[src/rtl/vend_pkg.sv]
// Shared definitions for the multi-drink vending machine.
//   state_t        : controller states
//   COIN_*         : accepted coin denominations
//   is_legal_coin  : true for an accepted denomination
package vend_pkg;

   typedef enum logic [1:0] {
      IDLE   = 2'd0,
      CREDIT = 2'd1,
      VEND   = 2'd2,
      CHANGE = 2'd3
   } state_t;

   localparam int unsigned COIN_1  = 1;
   localparam int unsigned COIN_5  = 5;
   localparam int unsigned COIN_10 = 10;
   localparam int unsigned COIN_50 = 50;

   function automatic logic is_legal_coin(input int unsigned value);
      return (value == COIN_1) || (value == COIN_5) ||
             (value == COIN_10) || (value == COIN_50);
   endfunction

endpackage

[src/rtl/vend_change_gen.sv]
// Greedy change selector: largest denomination not exceeding the remainder.
//   remainder   : credit still owed
//   next_coin_c : coin to emit next (0 when nothing is owed)
module vend_change_gen
   import vend_pkg::*;
#(
   parameter int unsigned CREDIT_W = 7
) (
   input  logic [CREDIT_W-1:0] remainder,
   output logic [CREDIT_W-1:0] next_coin_c
);

   always_comb begin
      next_coin_c = '0;
      if (remainder >= CREDIT_W'(COIN_50))      next_coin_c = CREDIT_W'(COIN_50);
      else if (remainder >= CREDIT_W'(COIN_10)) next_coin_c = CREDIT_W'(COIN_10);
      else if (remainder >= CREDIT_W'(COIN_5))  next_coin_c = CREDIT_W'(COIN_5);
      else if (remainder != '0)                 next_coin_c = CREDIT_W'(COIN_1);
   end

endmodule

[src/rtl/auto_vendor_multi.sv]
// Multi-drink vending controller: credit accumulation, vend, greedy change.
// Optional macro VEND_CANCEL_EN adds input cancel (return full credit from CREDIT).
// Ports:
//   clk, reset_n                  : clock, async active-low reset
//   coin_valid, coin              : coin strobe and value
//   drink_req, drink_sel, restock : vend request / refill for drink_sel
//   total_coin                    : current credit
//   coin_reject, drink_out, vend_deny : one-cycle pulses
//   drink_id                      : last dispensed drink
//   refund_valid, refund          : change coin (refund is 0 when not valid)
//   sold_out                      : per-drink empty flags
//   busy                          : high in VEND or CHANGE
module auto_vendor_multi
   import vend_pkg::*;
#(
   parameter int unsigned NUM_DRINKS = 4,
   parameter int unsigned CREDIT_W   = 7,
   parameter int unsigned MAX_CREDIT = 100,
   parameter logic [NUM_DRINKS*CREDIT_W-1:0] PRICE_LIST =
      {CREDIT_W'(25), CREDIT_W'(20), CREDIT_W'(15), CREDIT_W'(10)},
   parameter int unsigned STOCK_INIT = 3
) (
   input  logic                          clk,
   input  logic                          reset_n,
   input  logic                          coin_valid,
   input  logic [CREDIT_W-1:0]           coin,
   input  logic                          drink_req,
   input  logic [$clog2(NUM_DRINKS)-1:0] drink_sel,
   input  logic                          restock,
`ifdef VEND_CANCEL_EN
   input  logic                          cancel,
`endif
   output logic [CREDIT_W-1:0]           total_coin,
   output logic                          coin_reject,
   output logic                          drink_out,
   output logic [$clog2(NUM_DRINKS)-1:0] drink_id,
   output logic                          vend_deny,
   output logic                          refund_valid,
   output logic [CREDIT_W-1:0]           refund,
   output logic [NUM_DRINKS-1:0]         sold_out,
   output logic                          busy
);

   localparam int unsigned SEL_W   = $clog2(NUM_DRINKS);
   localparam int unsigned STOCK_W = $clog2(STOCK_INIT + 1);

   state_t              state, state_nx;
   logic [STOCK_W-1:0]  stock    [NUM_DRINKS];
   logic [STOCK_W-1:0]  stock_nx [NUM_DRINKS];

   logic [CREDIT_W-1:0] total_nx, refund_nx, price_c, next_coin_c;
   logic [SEL_W-1:0]    drink_id_nx;
   logic [STOCK_W-1:0]  stock_sel_c;
   logic [CREDIT_W:0]   sum_c;
   logic                coin_reject_nx, drink_out_nx, vend_deny_nx, refund_valid_nx;
   logic                sel_ok_c, coin_ok_c, req_ok_c, vend_go_c;

   vend_change_gen #(.CREDIT_W(CREDIT_W)) u_change (
      .remainder   (total_coin),
      .next_coin_c (next_coin_c)
   );

   // Price and stock of the selected drink; out-of-range selects read as 0.
   always_comb begin
      price_c     = '0;
      stock_sel_c = '0;
      for (int i = 0; i < NUM_DRINKS; i++) begin
         if (SEL_W'(i) == drink_sel) begin
            price_c     = PRICE_LIST[i*CREDIT_W +: CREDIT_W];
            stock_sel_c = stock[i];
         end
      end
   end

   assign sel_ok_c  = 32'(drink_sel) < NUM_DRINKS;
   assign sum_c     = {1'b0, total_coin} + {1'b0, coin};
   assign coin_ok_c = is_legal_coin(32'(coin)) && (32'(sum_c) <= MAX_CREDIT);
   assign req_ok_c  = sel_ok_c && (stock_sel_c != '0) && (total_coin >= price_c);

   // State register.
   always_ff @(posedge clk or negedge reset_n) begin
      if (!reset_n) state <= IDLE;
      else          state <= state_nx;
   end

   // Next state and next values of the registered outputs.
   always_comb begin
      state_nx        = state;
      total_nx        = total_coin;
      coin_reject_nx  = 1'b0;
      drink_out_nx    = 1'b0;
      drink_id_nx     = drink_id;
      vend_deny_nx    = 1'b0;
      refund_valid_nx = 1'b0;
      refund_nx       = '0;
      vend_go_c       = 1'b0;
      case (state)
         IDLE, CREDIT: begin
`ifdef VEND_CANCEL_EN
            if (cancel && (state == CREDIT)) begin
               state_nx       = CHANGE;
               coin_reject_nx = coin_valid;
            end else
`endif
            if (drink_req) begin
               // A request wins over a same-cycle coin, which is returned.
               coin_reject_nx = coin_valid;
               if (req_ok_c) begin
                  state_nx     = VEND;
                  total_nx     = total_coin - price_c;
                  drink_out_nx = 1'b1;
                  drink_id_nx  = drink_sel;
                  vend_go_c    = 1'b1;
               end else begin
                  vend_deny_nx = 1'b1;
               end
            end else if (coin_valid) begin
               if (coin_ok_c) begin
                  total_nx = sum_c[CREDIT_W-1:0];
                  state_nx = CREDIT;
               end else begin
                  coin_reject_nx = 1'b1;
               end
            end
         end
         VEND: begin
            coin_reject_nx = coin_valid;
            state_nx       = (total_coin != '0) ? CHANGE : IDLE;
         end
         CHANGE: begin
            coin_reject_nx = coin_valid;
            if (total_coin != '0) begin
               refund_valid_nx = 1'b1;
               refund_nx       = next_coin_c;
               total_nx        = total_coin - next_coin_c;
            end
            if (total_nx == '0) state_nx = IDLE;
         end
         default: state_nx = IDLE;
      endcase
   end

   // Stock update: restock is applied after a same-cycle decrement.
   always_comb begin
      for (int i = 0; i < NUM_DRINKS; i++) begin
         stock_nx[i] = stock[i];
         if (vend_go_c && (drink_sel == SEL_W'(i))) stock_nx[i] = stock[i] - STOCK_W'(1);
         if (restock && (drink_sel == SEL_W'(i)))   stock_nx[i] = STOCK_W'(STOCK_INIT);
      end
   end

   always_ff @(posedge clk or negedge reset_n) begin
      if (!reset_n) begin
         for (int i = 0; i < NUM_DRINKS; i++) stock[i] <= STOCK_W'(STOCK_INIT);
         sold_out <= '0;
      end else begin
         for (int i = 0; i < NUM_DRINKS; i++) begin
            stock[i]    <= stock_nx[i];
            sold_out[i] <= (stock_nx[i] == '0);
         end
      end
   end

   // Registered outputs.
   always_ff @(posedge clk or negedge reset_n) begin
      if (!reset_n) begin
         total_coin   <= '0;
         coin_reject  <= 1'b0;
         drink_out    <= 1'b0;
         drink_id     <= '0;
         vend_deny    <= 1'b0;
         refund_valid <= 1'b0;
         refund       <= '0;
         busy         <= 1'b0;
      end else begin
         total_coin   <= total_nx;
         coin_reject  <= coin_reject_nx;
         drink_out    <= drink_out_nx;
         drink_id     <= drink_id_nx;
         vend_deny    <= vend_deny_nx;
         refund_valid <= refund_valid_nx;
         refund       <= refund_nx;
         busy         <= (state_nx == VEND) || (state_nx == CHANGE);
      end
   end

endmodule

[config.mk]
export PLATFORM = sky130hd
export DESIGN_NAME = auto_vendor_multi
export DESIGN_NICKNAME = d
export VERILOG_FILES = /design/src/rtl/vend_pkg.sv /design/src/rtl/vend_change_gen.sv /design/src/rtl/auto_vendor_multi.sv
export SDC_FILE = /design/constraint.sdc
export NUM_CORES = 1
export LEC_CHECK = 0
export CORE_MARGIN = 4
export CORE_UTILIZATION = 55
export CTS_CLUSTER_SIZE = 8
export DETAILED_ROUTE_END_ITERATION = 10
export GPL_TIMING_DRIVEN = 0
export PLACE_DENSITY = 0.93
export SLEW_MARGIN = 15
export SYNTH_ARGS = -nofsm -noshare
export SYNTH_HDL_FRONTEND = slang
export SYNTH_HIERARCHICAL = 1
export SYNTH_SLANG_ARGS = --single-unit
[constraint.sdc]
create_clock -name clk -period 3.8 [get_ports clk]
set_input_delay 0.38 -clock clk [delete_from_list [all_inputs] [get_ports clk]]
set_output_delay 0.38 -clock clk [all_outputs]
set_load 0.02 [all_outputs]
==> reports/summary.txt <==
initial antenna violation count: 0
Via density: 6.500
Total GRT Usage: 22.79%
Net Sw Frac: 46.82%
Starting Density: 58.78%
wl on met1: 2767 µm
clk root buf: clkbuf_8
Yosys reg bits: 34
Internal Power: 1.522 mW
Hold Slack: 135.6 ps
final setup skew: 15.36 ps
Sw Pwr: 1.340 mW
Gate Count Post-Synth: 289
Initial DRC Count: 199
WP data required: 3960 ps
die width: 77.38 µm
Slew Viols, Final: 0
clk sinks: 34
Worst-Skew Late Latency: 290 ps
Post-CTS Hold Buffers: 0
NumNets Final: 372
Vias: 2509
EDFF count, synth: 0
gr ovfl total: 0
full die area: 5988 µm²
DIE HEIGHT: 77.38 µm
Crit path arrival time: 3670 ps
Met3 Routed Length: 401 µm
post-CTS resize count: 0
Yosys cell types: 65
Clock power frac: 9.8%
Final Cell Area: 3173 µm²
sequential standard cell area: 860.8 µm²
# diodes: 0
core box area: 4504 µm²
Critical Path Sink Type: register
commonest cells after routing, fill and taps aside: 36 x clkdlybuf4s50_1, 26 x dfrtp_1, 23 x nor2_1, 22 x ha_1, 21 x inv_1
I/O pin cnt: 39
Worst Tran Pin Value: 728.2 ps
vias in the first global route: 2476
Routed wire per std cell: 17.08 µm
DP Area: 3078 µm²
status: finished, final reports clean
postcts setup bufs: 0
YS warnings: 6
async set-or-reset flop fraction in the synthesized netlist: 100.0%
internal reg-to-reg setup slack: 290 ps
Largest stage delay, worst path: 570 ps
Comb pwr share: 67.6%
RSZ-0062 raised after global routing: false
RePlAce Congestion: 0.9032
met2 routed WL: 3256 µm
clk buf depth: 2
Final Hold Fails: 0
Fillers: 346
post-DP HPWL: 4955 µm
Mapped Nets: 328
Area Overhead vs Synth: 19.85%
Num CTS Buffers: 5
Final Critical Period: 3510 ps
number of routed nets with antenna violations: 0
Final Cycle Share: 92.37%
sequential fraction of the synthesis area: 32.51%
commonest non-fill, non-tap cell in the layout: clkdlybuf4s50_1
drt first pass iters: 5
crit-path cells: nor3_1 -> nand2_1 -> nor2_1 -> ha_1 -> inv_1 -> fa_1 -> a21oi_1 -> o21ai_0 -> xnor2_1 -> or4bb_1 -> a32oi_1 -> a31oi_1
share of cells above drive strength 1: 11.08%
crit path kind: register to register
fmax: 0.2849 GHz
H-tree lvl count: 2
final number of setup-violating endpoints: 0
row cnt: 24
DRT Wirelength: 6594 µm
CP Launch Type: register
Static Leak: 1.342 nW
pwr dens: 901.9 nW/µm²
max_cap viols: 0
Worst-path clk slew: 80 ps
CTS tree: done
IO Port Bufs: 37
total power: 2.862 mW
area of the multi-input gates: 1665 µm²
Syn Std Cell Area: 2648 µm²
max_slew headroom: 51.45%
delay-heaviest family, CP: simple AND/OR/NAND/NOR gates
count of buffer and inverter cells on the critical path: 1
Primary FF master, synth: dfrtp_1
register share of total power: 22.6%
Max VDD drop: 0.4344 mV
first-pass GRT wire length: 11120 µm
DR top layer: met4
setup TNS: 0 ps
number of remaining DRC errors: 0
largest net degree at the start of global routing: 35
Avg Cell Area, Syn: 9.161 µm²
slowest CP cell: dfrtp_1
Crit Path Max Fanout: 13
worst hold path class: input pin to asynchronous set/reset pin
==> per-layer routing <==
metal | vias up | GRT usage, %
li1 | 1172 | -
met4 | 0 | 9.253
met3 | 19 | 4.282
met2 | 113 | 39.64
met5 | - | 0
met1 | 1205 | 27.83
==> state kept, by name, summed over array words and instances, names as in the netlist, named ones only <==
register      cells
refund_valid      1
stock             8
refund            7
drink_out         1
total_coin        7
vend_deny         1
sold_out          4
coin_reject       1
drink_id          2
==> cells by family after synthesis <==
kind of cell	after synthesis	share of synthesized area, %
xor+xnor	8	2.647
flops	34	32.51
buf+inv	28	4.584
fa+ha+maj	25	12.67
simple gates	93	19.47
other cells	1	0.1416
mux	8	3.308
compound gates	92	24.67
==> cells in the mapped netlist, types with 5 or more instances <==
library cell	instances	area, µm²
a21o_1	5	37.54
mux2_2	6	67.56
nand2b_1	6	37.54
nor3b_1	5	37.54
xnor2_1	7	61.31
inv_1	21	78.83
dfstp_2	8	210.2
dfrtp_1	26	650.6
o21ai_0	13	65.06
o21a_1	8	60.06
nand2_1	15	56.30
nor3_1	11	55.05
ha_1	22	275.3
a211oi_1	6	45.04
a21oi_1	18	90.09
nor2_1	23	86.33
==> power by group through the flow <==
stage / sequential, mW / combinational [mW] / clock (mW)
floorplan: 0.697 / 1.30 / 0
global placement: 0.643 / 1.81 / 0
detailed placement: 0.648 / 1.88 / 0
CTS: 0.642 / 1.90 / 0.281
global route: 0.664 / 2.11 / 0.304
finish: 0.647 / 1.94 / 0.280
==> worst paths after layout <==
| path | startpoint | endpoint | cells past startpoint |
|---|---|---|---|
| max | total_coin[5] | register | 12 |
| min | reset_n | refund[3] | 1 |
| max reg2reg | total_coin[5] | register | 12 |
| min reg2reg | drink_id[0] | drink_id[0] | 1 |
| max in group asynchronous | reset_n | sold_out[2] | 1 |
| min in group clk | drink_id[0] | drink_id[0] | 1 |
==> cell type report <==
| cell class | count | area share, % |
|---|---|---|
| buffer | 6 | 1.222 |
| clock buffer | 6 | 2.603 |
| clock inverter | 2 | 0.3943 |
| inverter | 22 | 2.603 |
| multi-input combinational | 227 | 52.48 |
| sequential | 34 | 27.13 |
| tap | 52 | 2.050 |
| timing repair buffer | 37 | 11.51 |
==> per-stage QoR <==
step           std cells  utilization (%)  worst slack (ps)
6_report             386            70.44             289.9
5_1_grt              386            70.44             59.52
4_1_cts              386            70.44             346.3
3_5_place_dp         378            68.33             55.75
3_3_place_gp         378            68.44             122.8
2_1_floorplan        289                -             747.1
No activity file was read; power rests on OpenSTA's default activity.
==> RTL change 1: new RTL, same settings <==
The 4 states of `state_t` get a Gray code encoding in 2 bits.
--- a/src/rtl/vend_pkg.sv
+++ b/src/rtl/vend_pkg.sv
@@ -5,10 +5,10 @@
 package vend_pkg;
 
    typedef enum logic [1:0] {
-      IDLE   = 2'd0,
-      CREDIT = 2'd1,
-      VEND   = 2'd2,
-      CHANGE = 2'd3
+      IDLE   = 2'b00,
+      CREDIT = 2'b01,
+      VEND   = 2'b11,
+      CHANGE = 2'b10
    } state_t;
 
    localparam int unsigned COIN_1  = 1;
Behaviour: same outputs for any inputs over 4 cycles, from zero or initial values and one cycle with reset_n low; so few cycles prove little.
==> RTL change 1 against the unedited design <==
Worst setup slack got worse by 0.074 ns; wire length decreased by 5.5%; fmax decreased by 2.1%; core utilization decreased by 2.4 points; sequential cell count unchanged; total power decreased by 1.9%; synthesized area increased by 0.33%; clock skew decreased by 0.0081 ns; final area increased by 0.55%; cell count increased by 1.0%; critical path depth unchanged; critical path type is now input pin to register.
==> RTL change 1: results (changes against the unedited design) <==
Detailed routing
  • Routed via count: 2,350 (-6.3%)
  • First-pass DRT Iterations: 4 (-1)
  • Met2 WL: 3190 um (-2.1%)
  • Met1 Routed Length: 2730 um (-1.3%)
  • Vias per cell: 6.03 (-7.3%)
  • Iter 0 DRT Violations: 87 (-56%)

Placement
  • PortBufs: 38 (+2.7%)
  • Placed cell area: 0.00310 mm2 (+0.69%)
  • Worst slack, placed: -0.0766 ns (-0.132 ns)
  • RD Place Congestion: 0.923 (+2.1%)
  • HPWL Detailed: 4840 um (-2.3%)
  • Placed insts: 382 (+1.1%)

Worst setup path
  • Reg-to-reg slack, setup: 0.57 ns (+0.28 ns)
  • CP max FO: 8 (-5)
  • Top delay family on crit path: compound AO/OA/AOI/OAI gates
  • CP arrival: 3.76 ns (+0.09 ns)

Pwr
  • Overall Power: 2.81 mW (-1.9%)
  • Comb pwr share: 67.2% (-0.4 points)
  • Sw Share: 45.9% (-0.89 points)
  • P_leak: 1.37 nW (+2.2%)

Layout
  • Non-clock inverters: 23 (+4.5%)
  • Bufs w/o clock: 45 (+4.7%)
  • Layout area overhead: 20.1%
  • Buffer share of cell area: 13.6% (+0.87 points)
  • Final nets: 374 (+0.54%)
  • Footprint of the multi-input gates: 0.00165 mm2 (-0.90%)
  • Layout fillers: 366 (+5.8%)
  • Clock buffers: 7 (+1)
  • Seq/total area: 27.0% (-0.15 points)

Logic synthesis
  • Post-synthesis sequential area ratio: 32.4% (-0.11 points)
  • Top cells by area, synth: dfrtp_1, ha_1, dfstp_2
  • Syn Nets: 329 (+0.30%)
  • Average size of a mapped cell: 9.16 um2 (about the same)
  • Top cells by count, synth: nor2_1, dfrtp_1, inv_1, ha_1, nand2_1

GRT
  • GR Layer Usage met1: 26.6% (-1.2 points)
  • First-pass GRT wire length: 10,600 um (-4.6%)
  • GRT Total Usage: 21.9% (-0.91 points)
  • Met3 usage: 3.60% (-0.69 points)
  • Vias in the first global route: 2,336 (-5.7%)

Floorplan
  • DIE AREA: 0.00601 mm2 (+0.30%)

Timing
  • Slew headroom: 51.4% (-0.099 points)
  • Hold WS: 0.133 ns (-0.00300 ns)

Run status
  • Status: finished clean
RTL change 1: cell count changes in the layout (fill, tap and decap cells not counted), moves of 4 or more:
cell and delta:
a211oi_1 -5, a21oi_1 -4, o21ai_0 +4, a2111oi_0 -4, nor2_1 +11, nor3_1 -5
RTL change 1: kinds of logic after synthesis:
group                    Yosys count  share of synthesized area (%)
AO/OA/AOI/OAI                     83                           22.8
other                              1                          0.141
AND/OR/NAND/NOR                   94                           18.0
adder cells (fa/ha/maj)           25                           12.6
XOR/XNOR                          11                           3.63
multiplexers                      12                           4.85
flip-flops                        34                           32.4
buffers and inverters             30                           5.46
RTL change 1: worst paths after layout:
path | startpoint | to | cells after the start
worst max-delay path | drink_sel[0] | total_coin[4] | 12
worst min register to register | stock[1] | stock[1] | 2
worst max register to register | total_coin[0] | total_coin[4] | 8
worst min-delay path | reset_n | refund[2] | 1
min in group clk | stock[1] | stock[1] | 2
max in group asynchronous | reset_n | sold_out[1] | 1
==> RTL change 2: new RTL, same flow settings <==
Without the edit above. Add a define of `VEND_CANCEL_EN`.
--- a/src/rtl/auto_vendor_multi.sv
+++ b/src/rtl/auto_vendor_multi.sv
@@ -10,6 +10,8 @@
 //   refund_valid, refund          : change coin (refund is 0 when not valid)
 //   sold_out                      : per-drink empty flags
 //   busy                          : high in VEND or CHANGE
+`define VEND_CANCEL_EN
+
 module auto_vendor_multi
    import vend_pkg::*;
 #(
Ports: changed (added cancel); port bits go from 39 to 40. No check against the original RTL was run, so the function may have changed too.
==> RTL change 2 against the unedited design <==
Sequential power rose by 3.9%; clock power up 44%; final area is 0.59% lower; sequential cell count is the same; total power up 7.1%; synthesized area shrank 2.5%; non-clock buffer count did not move; worst setup slack better by 0.12 ns; count of clock-buffer cells in the layout decreased by 1; die area is 2.2% lower; worst hold slack gained 0.0093 ns; wire length fell by 5.6%; clock skew down 0.0076 ns; critical path type is now input pin to register.
==> RTL change 2: results (changes against the unedited design) <==
Placement
  • Worst slack, placed: 0.158 ns (+0.102 ns)
  • RD Place Congestion: 0.902 (-0.12%)
  • Placed cell area: 0.00301 mm2 (-2.2%)

Layout
  • ClkCell Share: 4.36% (+1.4 points)
  • Buffer share of cell area: 12.5% (-0.20 points)
  • Non-clock inverters: 21 (-4.5%)
  • Seq/total area: 27.3% (+0.16 points)
  • Seq Cell Count: 34 (unchanged)
  • Share of layout cells above drive strength 1: 11.2% (+0.13 points)
  • Multi-input gates: 224 (-1.3%)

GRT
  • GRT Total Usage: 22.0% (-0.81 points)
  • First-pass GRT wire length: 10,500 um (-5.7%)

Worst setup path
  • Reg-to-reg slack, setup: 0.49 ns (+0.20 ns)
  • CP arrival: 3.57 ns (-0.10 ns)
  • Critical path startpoint: coin[0]
  • CP max FO: 7 (-6)
  • Critical register-to-register path startpoint: total_coin[0]
  • CP max-delay cell: o41ai_4
  • Reg2Reg Depth: 9 (-3)

Detailed routing
  • Iter 0 DRT Violations: 187 (-6.0%)
  • Routed wire length: 6220 um (-5.6%)

Pwr
  • Sequential power share: 21.9% (-0.7 points)
  • Comb pwr share: 64.9% (-2.7 points)
  • Comb group: 1.99 mW (+3%)
  • Net switching power figure: 1.39 mW (+3.4%)
  • Maximum vdd drop: 576 uV (+33%)
  • P_leak: 1.38 nW (+2.9%)

Logic synthesis
  • Post-synthesis sequential area ratio: 33.3% (+0.84 points)
  • Synth unique cells: 59 (-9.2%)
  • Top cells by count, synth: o21ai_0, dfrtp_1, nor2_1, ha_1
  • Average size of a mapped cell: 9.06 um2 (-1.1%)
  • Syn Nets: 325 (-0.91%)

Timing
  • Period utilisation layout: 89.3% (-3.1 points)
  • Clock skew after layout: 0.00778 ns (-0.00758 ns)

Run status
  • Status: finished clean
[RTL change 2: changes by cell type in the layout (fill, tap and decap cells not counted), moves of 3 or more]
cell | unedited run | this run
nor2b_1 | 3 | 6
nor3_1 | 11 | 7
o21ai_0 | 13 | 28
a21oi_1 | 18 | 14
xor2_1 | 1 | 4
or3b_2 | 3 | 0
a211oi_1 | 6 | 1
nand2_1 | 15 | 20
or3_1 | 4 | 0
[RTL change 2: metal layers]
| layer | track usage [%] | part of all wire, % |
|---|---|---|
| met5 | 0 | 0 |
| met2 | 37.3 | 49 |
| met4 | 7.97 | 2.1 |
| met3 | 4.49 | 6.5 |
| met1 | 27.5 | 42 |
[RTL change 2: logic make-up after synthesis]
family / synth area share [%]
other: 0.145
AOI/OAI and AO/OA: 23.7
buffers and inverters: 4.22
DFF: 33.3
xor gates and xnor gates: 3.73
and+or+nand+nor: 18.5
adders and majority gates: 13.0
muxes: 3.34
